--- src/rtl/header_pkg.sv ---
// Shared definitions for the header insertion/stripping stages:
// the packet state enum and the header word-count helper.
package header_pkg;

    typedef enum logic [1:0] {
        IDLE_ST   = 2'd0,
        HEADER_ST = 2'd1,
        DATA_ST   = 2'd2
    } hdr_state_e;

    function automatic int header_words(input int header_size, input int data_width);
        return header_size / data_width;
    endfunction

endpackage

--- src/rtl/avalon_st_if.sv ---
// Avalon-ST bundle with start/end-of-packet framing and an empty-symbol count.
interface avalon_st_if #(
    parameter int DATA_WIDTH = 128
);
    localparam int EMPTY_W = (DATA_WIDTH / 8 > 1) ? $clog2(DATA_WIDTH / 8) : 1;

    logic [DATA_WIDTH-1:0] data;
    logic                  valid;
    logic                  ready;
    logic                  sop;
    logic                  eop;
    logic [EMPTY_W-1:0]    empty;

    modport master (output data, valid, sop, eop, empty, input ready);
    modport slave  (input data, valid, sop, eop, empty, output ready);
endinterface

--- src/rtl/header_collector.sv ---
// Assembles header words MSB-first into a shadow register and publishes the
// complete header with a one-cycle strobe; partial headers never reach the output.
module header_collector
    import header_pkg::*;
#(
    parameter int DATA_WIDTH  = 128,
    parameter int HEADER_SIZE = 256
) (
    input  logic                   clk,
    input  logic                   rst_n,
    input  logic                   hdr_beat_i,
    input  logic                   restart_i,
    input  logic                   eop_i,
    input  logic [DATA_WIDTH-1:0]  data_i,
    output logic                   last_o,
    output logic                   runt_o,
    output logic [HEADER_SIZE-1:0] header_data_o,
    output logic                   header_vld_o
);
    localparam int HDR_WORDS = header_words(HEADER_SIZE, DATA_WIDTH);
    localparam int CNT_W     = $clog2(HDR_WORDS) + 1;

    logic [CNT_W-1:0]       hdr_cntr_q, hdr_cntr_d, idx_s;
    logic [HEADER_SIZE-1:0] shadow_q, shadow_d;
    logic [HEADER_SIZE-1:0] header_data_q, header_data_d;
    logic                   header_vld_q, header_vld_d;

    // Word placement, completion/runt detection and next-state for the counter.
    always_comb begin
        idx_s    = restart_i ? '0 : hdr_cntr_q;
        last_o   = hdr_beat_i && (idx_s == CNT_W'(HDR_WORDS - 1));
        runt_o   = hdr_beat_i && eop_i && !last_o;
        shadow_d = shadow_q;
        for (int k = 0; k < HDR_WORDS; k++) begin
            if (hdr_beat_i && (idx_s == CNT_W'(k))) begin
                shadow_d[DATA_WIDTH*(HDR_WORDS-1-k) +: DATA_WIDTH] = data_i;
            end else begin
                shadow_d[DATA_WIDTH*(HDR_WORDS-1-k) +: DATA_WIDTH] =
                    shadow_q[DATA_WIDTH*(HDR_WORDS-1-k) +: DATA_WIDTH];
            end
        end
        header_data_d = header_data_q;
        header_vld_d  = 1'b0;
        if (last_o) begin
            hdr_cntr_d    = '0;
            header_data_d = shadow_d;
            header_vld_d  = 1'b1;
        end else if (runt_o) begin
            hdr_cntr_d = '0;
        end else if (hdr_beat_i) begin
            hdr_cntr_d = idx_s + CNT_W'(1);
        end else begin
            hdr_cntr_d = hdr_cntr_q;
        end
    end

    // Collector state registers.
    always_ff @(posedge clk or negedge rst_n) begin
        if (!rst_n) begin
            hdr_cntr_q    <= '0;
            shadow_q      <= '0;
            header_data_q <= '0;
            header_vld_q  <= 1'b0;
        end else begin
            hdr_cntr_q    <= hdr_cntr_d;
            shadow_q      <= shadow_d;
            header_data_q <= header_data_d;
            header_vld_q  <= header_vld_d;
        end
    end

    assign header_data_o = header_data_q;
    assign header_vld_o  = header_vld_q;

endmodule

--- src/rtl/header_stripper.sv ---
// Strips a fixed-size header from each Avalon-ST packet and forwards the payload.
// Optional hdr_err strobe for runts and stray sop is enabled by HEADER_STRIPPER_ERR_EN.
module header_stripper
    import header_pkg::*;
#(
    parameter int DATA_WIDTH  = 128,
    parameter int HEADER_SIZE = 256
) (
    input  logic                   clk,
    input  logic                   rst_n,
    avalon_st_if.slave             data_in,
    avalon_st_if.master            data_out,
    output logic [HEADER_SIZE-1:0] header_data,
    output logic                   header_vld
`ifdef HEADER_STRIPPER_ERR_EN
    ,
    output logic                   hdr_err
`endif
);
    generate
        if ((HEADER_SIZE % DATA_WIDTH) != 0 || HEADER_SIZE < DATA_WIDTH) begin : g_bad_cfg
            $error("header_stripper: HEADER_SIZE must be a non-zero multiple of DATA_WIDTH");
        end
    endgenerate

    hdr_state_e state_q;
    logic       first_q;
    logic       ready_s;
    logic       accept_s;
    logic       in_data_s;
    logic       hdr_beat_s;
    logic       last_s;
    logic       runt_s;

    assign accept_s   = data_in.valid && ready_s;
    assign in_data_s  = (state_q == DATA_ST);
    assign hdr_beat_s = accept_s &&
                        (((state_q == IDLE_ST) && data_in.sop) || (state_q == HEADER_ST));

    header_collector #(
        .DATA_WIDTH  (DATA_WIDTH),
        .HEADER_SIZE (HEADER_SIZE)
    ) u_collector (
        .clk           (clk),
        .rst_n         (rst_n),
        .hdr_beat_i    (hdr_beat_s),
        .restart_i     (data_in.sop),
        .eop_i         (data_in.eop),
        .data_i        (data_in.data),
        .last_o        (last_s),
        .runt_o        (runt_s),
        .header_data_o (header_data),
        .header_vld_o  (header_vld)
    );

    // Header beats are always accepted; payload beats follow downstream ready.
    always_comb begin
        case (state_q)
            IDLE_ST, HEADER_ST: ready_s = 1'b1;
            DATA_ST:            ready_s = data_out.ready;
            default:            ready_s = 1'b1;
        endcase
    end

    assign data_in.ready = ready_s;

    // Zero-latency payload pass-through, forced quiet outside the payload phase.
    always_comb begin
        if (in_data_s) begin
            data_out.data  = data_in.data;
            data_out.valid = data_in.valid;
            data_out.sop   = first_q && data_in.valid;
            data_out.eop   = data_in.eop;
            data_out.empty = data_in.empty;
        end else begin
            data_out.data  = '0;
            data_out.valid = 1'b0;
            data_out.sop   = 1'b0;
            data_out.eop   = 1'b0;
            data_out.empty = '0;
        end
    end

    // Packet FSM; sop seen mid-payload is ordinary data.
    always_ff @(posedge clk or negedge rst_n) begin
        if (!rst_n) begin
            state_q <= IDLE_ST;
            first_q <= 1'b0;
        end else begin
            case (state_q)
                IDLE_ST, HEADER_ST: begin
                    if (hdr_beat_s) begin
                        if (last_s) begin
                            state_q <= data_in.eop ? IDLE_ST : DATA_ST;
                            first_q <= 1'b1;
                        end else if (runt_s) begin
                            state_q <= IDLE_ST;
                        end else begin
                            state_q <= HEADER_ST;
                        end
                    end
                end
                DATA_ST: begin
                    if (accept_s) begin
                        first_q <= 1'b0;
                        if (data_in.eop) begin
                            state_q <= IDLE_ST;
                        end
                    end
                end
                default: begin
                    state_q <= IDLE_ST;
                    first_q <= 1'b0;
                end
            endcase
        end
    end

`ifdef HEADER_STRIPPER_ERR_EN
    logic hdr_err_q;

    // One-cycle error strobe for runt packets and sop inside a payload.
    always_ff @(posedge clk or negedge rst_n) begin
        if (!rst_n) begin
            hdr_err_q <= 1'b0;
        end else begin
            hdr_err_q <= runt_s || (in_data_s && accept_s && data_in.sop);
        end
    end

    assign hdr_err = hdr_err_q;
`endif

endmodule
--- src/flat_wrapper.sv ---
// flat-port wrapper written by rule: the top's interface ports become plain ports
module header_stripper_flat import header_pkg::*;
#(
    parameter int DATA_WIDTH  = 128,
    parameter int HEADER_SIZE = 256
)
  (clk, rst_n, header_data, header_vld, data_in_data, data_in_valid, data_in_sop, data_in_eop, data_in_empty, data_in_ready, data_out_data, data_out_valid, data_out_sop, data_out_eop, data_out_empty, data_out_ready);
  avalon_st_if #(.DATA_WIDTH(DATA_WIDTH)) data_in_i ();
  avalon_st_if #(.DATA_WIDTH(DATA_WIDTH)) data_out_i ();
  input  logic clk;
  input  logic rst_n;
  output logic [HEADER_SIZE-1:0] header_data;
  output logic header_vld;
  input wire logic [$bits(data_in_i.data)-1:0] data_in_data;
  input wire logic [$bits(data_in_i.valid)-1:0] data_in_valid;
  input wire logic [$bits(data_in_i.sop)-1:0] data_in_sop;
  input wire logic [$bits(data_in_i.eop)-1:0] data_in_eop;
  input wire logic [$bits(data_in_i.empty)-1:0] data_in_empty;
  output wire logic [$bits(data_in_i.ready)-1:0] data_in_ready;
  output wire logic [$bits(data_out_i.data)-1:0] data_out_data;
  output wire logic [$bits(data_out_i.valid)-1:0] data_out_valid;
  output wire logic [$bits(data_out_i.sop)-1:0] data_out_sop;
  output wire logic [$bits(data_out_i.eop)-1:0] data_out_eop;
  output wire logic [$bits(data_out_i.empty)-1:0] data_out_empty;
  input wire logic [$bits(data_out_i.ready)-1:0] data_out_ready;
  assign data_in_i.data = data_in_data;
  assign data_in_i.valid = data_in_valid;
  assign data_in_i.sop = data_in_sop;
  assign data_in_i.eop = data_in_eop;
  assign data_in_i.empty = data_in_empty;
  assign data_in_ready = data_in_i.ready;
  assign data_out_data = data_out_i.data;
  assign data_out_valid = data_out_i.valid;
  assign data_out_sop = data_out_i.sop;
  assign data_out_eop = data_out_i.eop;
  assign data_out_empty = data_out_i.empty;
  assign data_out_i.ready = data_out_ready;
  header_stripper #(.DATA_WIDTH(DATA_WIDTH), .HEADER_SIZE(HEADER_SIZE)) u_core (.clk(clk), .rst_n(rst_n), .data_in(data_in_i), .data_out(data_out_i), .header_data(header_data), .header_vld(header_vld));
endmodule
--- config.mk ---
export PLATFORM = sky130hd
export DESIGN_NAME = header_stripper_flat
export DESIGN_NICKNAME = d
export VERILOG_FILES = /design/src/rtl/header_pkg.sv /design/src/rtl/avalon_st_if.sv /design/src/rtl/header_collector.sv /design/src/rtl/header_stripper.sv /design/src/flat_wrapper.sv
export SDC_FILE = /design/constraint.sdc
export NUM_CORES = 1
export LEC_CHECK = 0
export ABC_CLOCK_PERIOD_IN_PS = 2340
export CAP_MARGIN = 20
export CORE_AREA = 2 2 222 278
export CTS_CLUSTER_SIZE = 40
export DETAILED_ROUTE_END_ITERATION = 16
export DIE_AREA = 0 0 224 280
export SLEW_MARGIN = 0
export SYNTH_ARGS = -nofsm -noshare
export SYNTH_HDL_FRONTEND = slang
export SYNTH_SLANG_ARGS = --single-unit
--- constraint.sdc ---
create_clock -name clk -period 2.34 [get_ports clk]
set_input_delay 0.468 -clock clk [delete_from_list [all_inputs] [get_ports clk]]
set_output_delay 0.468 -clock clk [all_outputs]
set_load 0.05 [all_outputs]
Word level (Yosys, flattened, before mapping)
Index checks and enable logic that the tools add are counted.
{ "totals": {"ff_bits": 518, "word_cells": 54} }
{ "classes": {"mux": 24, "n_reduce_logical": 16, "add_sub_neg": 1, "eq_ne": 7} }
{ "op_table": {"columns": ["operator", "count"], "rows": [
  ["128-bit two-way mux", 3],
  ["2-bit two-way mux", 9],
  ["1-bit two-way mux", 9],
  ["1-bit logical AND", 8],
  ["3-bit AND reduction", 2],
  ["2-bit by 1-bit equality test with 1-bit output (second input constant)", 2],
  ["2-bit logical NOT", 2],
  ["4-bit two-way mux", 1],
  ["2-bit by 1-bit != test with 1-bit output (second input constant)", 2],
  ["2-bit != test (second input constant)", 2],
  ["2-bit one-hot mux with 2 select lines", 1],
  ["3-bit nonzero test", 1],
  ["2-bit by 1-bit adder with 2-bit output (second input constant)", 1],
  ["2-bit equality test (second input constant)", 1],
  ["1-bit one-hot mux with 2 select lines", 1],
  ["2-bit OR reduction", 1],
  ["1-bit logical NOT", 1],
  ["1-bit logical OR", 1]
]} }

Longest topological paths before layout
{ "logic_depth": {"word_depth": 11, "ltp_mapped": 8, "depth_no_buf": 6} }

Modules after synthesis
From an unflattened synthesis, not the netlist that was laid out.
{ "hier_totals": {"hier_cells": 1454, "area_unflattened_um2": 17872.1} }
{ "modules_own_cells": {"columns": ["mod", "n_inst", "cells_each", "area_each_um2"], "rows": [
  ["header_collector", 1, 1286, 16742.3],
  ["header_stripper", 1, 168, 1129.8]
]} }

Worst setup path before layout
No wires, ideal clock.
{ "synth_path": {"path_kind": "register to output", "start": "register u_core.state_q[0]", "end": "output data_out_data[113]", "path_slack_ns": 0.345, "path_stages_with_launch": 5, "arrival_ns": 1.527, "path_buffers": 2, "path_cell_list": "dfrtp_1 > and2b_1 > clkbuf_1 > clkbuf_1 > and2_1"} }
{ "synth_between": {"elab_chain_len": 2} }
{ "synth_lines": {"columns": ["item", "line", "text"], "rows": [
  ["start: declaration", "header_stripper.sv:26", "hdr_state_e state_q;"],
  ["start signal: assignment", "header_stripper.sv:94", "state_q <= data_in.eop ? IDLE_ST : DATA_ST;"],
  ["2-bit equality test", "header_stripper.sv:36", "assign in_data_s = (state_q == DATA_ST);"],
  ["128-bit two-way mux", "header_stripper.sv:69", "if (in_data_s) begin"],
  ["end: declaration", "flat_wrapper.sv:20", "output wire logic [$bits(data_out_i.data)-1:0] data_out_data;"]
]} }
Every way passes these cells.

Final worst setup path
{ "layout_path": {"start": "register u_core.state_q[0]", "end": "output data_out_data[77]"} }
The elaborated chain is that of the path after synthesis.

==> qor.yml <==
outcome:
  status: "complete, but fails checks"
  violations: "setup timing"
setup_path:
  crit_required_ps: 1870
  cp.arrival_ps: 1950
  cp_max_fo: 8
  end_kind: "primary output"
  startpoint_type: "register"
  criticalPathCategory: "reg -> out"
synthesis:
  syn-num-nets: 1278
  synth.area.top_cells: "dfrtp_1, mux2_2, mux2_4"
  syn_avg_cell_area_um2: 15.7
  netlist_area_mm2: 0.0179
  synth_top_area_share_pct: 54.7
  syn-instance-count: 1138
  yosysTopAreaCell: "dfrtp_1"
  ys_types: 25
  seq_area_frac_synth_pct: 54.7
  yosysWarningCount: 0
  ys_seq_elements: 390
sta:
  min_period_over_period_pct: 103
  fmax_mhz: 414
  skew_ps: 9.15
  setup_slack_ps: -73.3
  rsz0062_at_grt: "true"
  slew_violations: 0
  slew_headroom_pct: 56.8
  setup_viol: 94
  hold_violations: 0
  min_period_ps: 2410
  whs_ps: 472
  tns_ps: -4250
  tightest_slew_ps: 647
floorplan:
  rows: 101
  ios: 531
  die-area_mm2: 0.0627
  die_y_um: 280
  die_w_um: 224
  initial_core_util_pct: 29.6
  core_area_mm2: 0.0603
clock_network:
  clock_sinks: 390
  clockBufferDepth: 3
  cts_root_buf: "clkbuf_16"
  htreeDepth: 2
  cts_tree: "yes"
  clk_latency_ps: 550
  path_clk_slew_ps: 60
  cts_buffers: 41
global_routing:
  grt_util_met2_pct: 29.4
  gr-usage-all-layers_pct: 15.9
  grt_max_degree: 74
  antenna_found_initial: 0
  use_met3_pct: 3.46
  gr-total-overflow: 0
  grt_pass1_wl_um: 77700
  grt.met1_usage_pct: 18.4
  grt_pass1_vias: 12800
  grt.busiest_layer: "met2"
detailed_routing:
  drt_iter0_markers: 353
  drcViolationCount: 0
  routed_wl_um: 51300
  antenna_left: 0
  wl_per_cell_um: 20.1
  vias_per_cell: 4.50
  firstDrtPassIters: 4
  routed-via-count: 11500
placed_design:
  dp_hpwl_um: 36800
  pre_cts_ws_ps: -213
  io_buffers: 530
  gp_congestion: 0.731
power_and_ir_drop:
  irDropWorstVdd_mv: 0.738
  powerDensity_mw_per_mm2: 1450
  p_leak_nw: 12.7
final_layout:
  fill_cells: 5258
  final_layout_size_suffix_gt1_share_pct: 54.5
  postLayoutCoreUtil_pct: 46.8
  num_antenna_cells: 0
  area_growth_pct: 58.1
  nNetsFinal: 1899
flow_run:
  cap_violations: 0
worst_hold_path:
  hold_path_class: "in -> async"
## power by group
group	switching (W)	internal [W]
Clock	0.00263	0.00361
Sequential	0.00186	0.0101
Combinational	0.0127	0.00995
Total	0.0172	0.0237
## Yosys cell counts
library cell  number
o31ai_1            1
dfrtp_1          390
o211ai_1           1
inv_1              3
buf_2             11
mux2_2           315
buf_8             10
nand2b_1           3
nand2_1            2
buf_4             14
and3_1             1
o2111ai_1          2
and2b_1            1
ha_1               2
and2_1           134
clkbuf_1          25
nand3_1            1
mux2_4           199
nor3_1             1
inv_2              1
o21ai_0            1
a21oi_1            3
buf_6             14
nor2_1             2
nor3b_1            1
## kinds of logic (layout without fill, tap and decap cells)
group	Yosys count	after routing	synth area share (%)
flops	390	390	54.7
simple gates	146	146	5.06
buf+inv	78	726	3.23
mux	514	514	36.6
compound gates	8	8	0.294
fa+ha+maj	2	2	0.140
## critical path: stages, from the launching register on
cell     delay (ps)
dfrtp_2         400
and2b_4         300
buf_12          150
buf_12          110
buf_16          130
and2_4          160
buf_12          130
## repair_timing
action | in CTS | in global routing
setup endpoints to repair | 136 | 137
hold buffers | 1 | 0
setup buffers | 8 | 2
cloned | 7 | 4
pin swaps | 34 | 10
endpoints found under the hold margin | 40 | 0
resized for setup | 116 | 33
## state kept, by name, indices dropped and copies added (netlist names)
register and cells:
u_core.u_collector.shadow_q 128, u_core.first_q 1, u_core.state_q 2, u_core.u_collector.header_data_o 256, u_core.u_collector.hdr_cntr_q 2, u_core.u_collector.header_vld_o 1
## worst paths after layout
kind,endpoint,slack (ps),cells past startpoint,from
max in group asynchronous,u_core.u_collector.header_data_o[187],1070,3,rst_n
min in group clk,u_core.u_collector.header_data_o[46],500,1,u_core.u_collector.header_data_o[46]
hold reg to reg,u_core.u_collector.header_data_o[46],500,1,u_core.u_collector.header_data_o[46]
setup reg to reg,u_core.u_collector.header_data_o[33],420,6,u_core.state_q[0]
hold / removal,u_core.u_collector.header_data_o[19],470,2,rst_n
setup / recovery,data_out_data[77],-70,6,u_core.state_q[0]
## metal layers
layer | part of all wire [%] | up-vias
li1 | - | 5218
met1 | 39 | 5913
met2 | 54 | 327
met3 | 5.3 | 60
met4 | 1.9 | 0
met5 | 0 | -
## area by class of cell
cell class / instances / area [um2] / area share, %
clock buffer: 61 / 1190 / 4.22
inverter: 4 / 15.0 / 0.0532
tap: 772 / 966 / 3.42
timing repair buffer: 652 / 8300 / 29.4
multi-input combinational: 670 / 7910 / 28.0
sequential: 390 / 9760 / 34.6
clock inverter: 9 / 73.8 / 0.262
## metrics by stage
step	cell area [um2]	total power, W	instances
6_report	28200	0.0408	2558
2_1_floorplan	17900	0.0263	1138
5_1_grt	28200	0.0426	2558
4_1_cts	28100	0.0413	2554
3_5_place_dp	26200	0.0344	2468
3_3_place_gp	26200	0.0341	2468
## cells in the final DEF (no fill, tap or decap), types with 2 or more instances in the layout
cell	count
clkdlybuf4s50_1	392
dfrtp_1	389
mux2_2	315
mux2_4	199
buf_12	175
and2_4	134
buf_4	69
clkbuf_16	45
clkbuf_1	11
clkbuf_8	9
clkinv_2	7
buf_16	7
inv_1	3
a21oi_1	3
nand2b_1	2
o2111ai_4	2
nand2_1	2
nor2_1	2
buf_6	2
(Power assumes the default switching activity.)
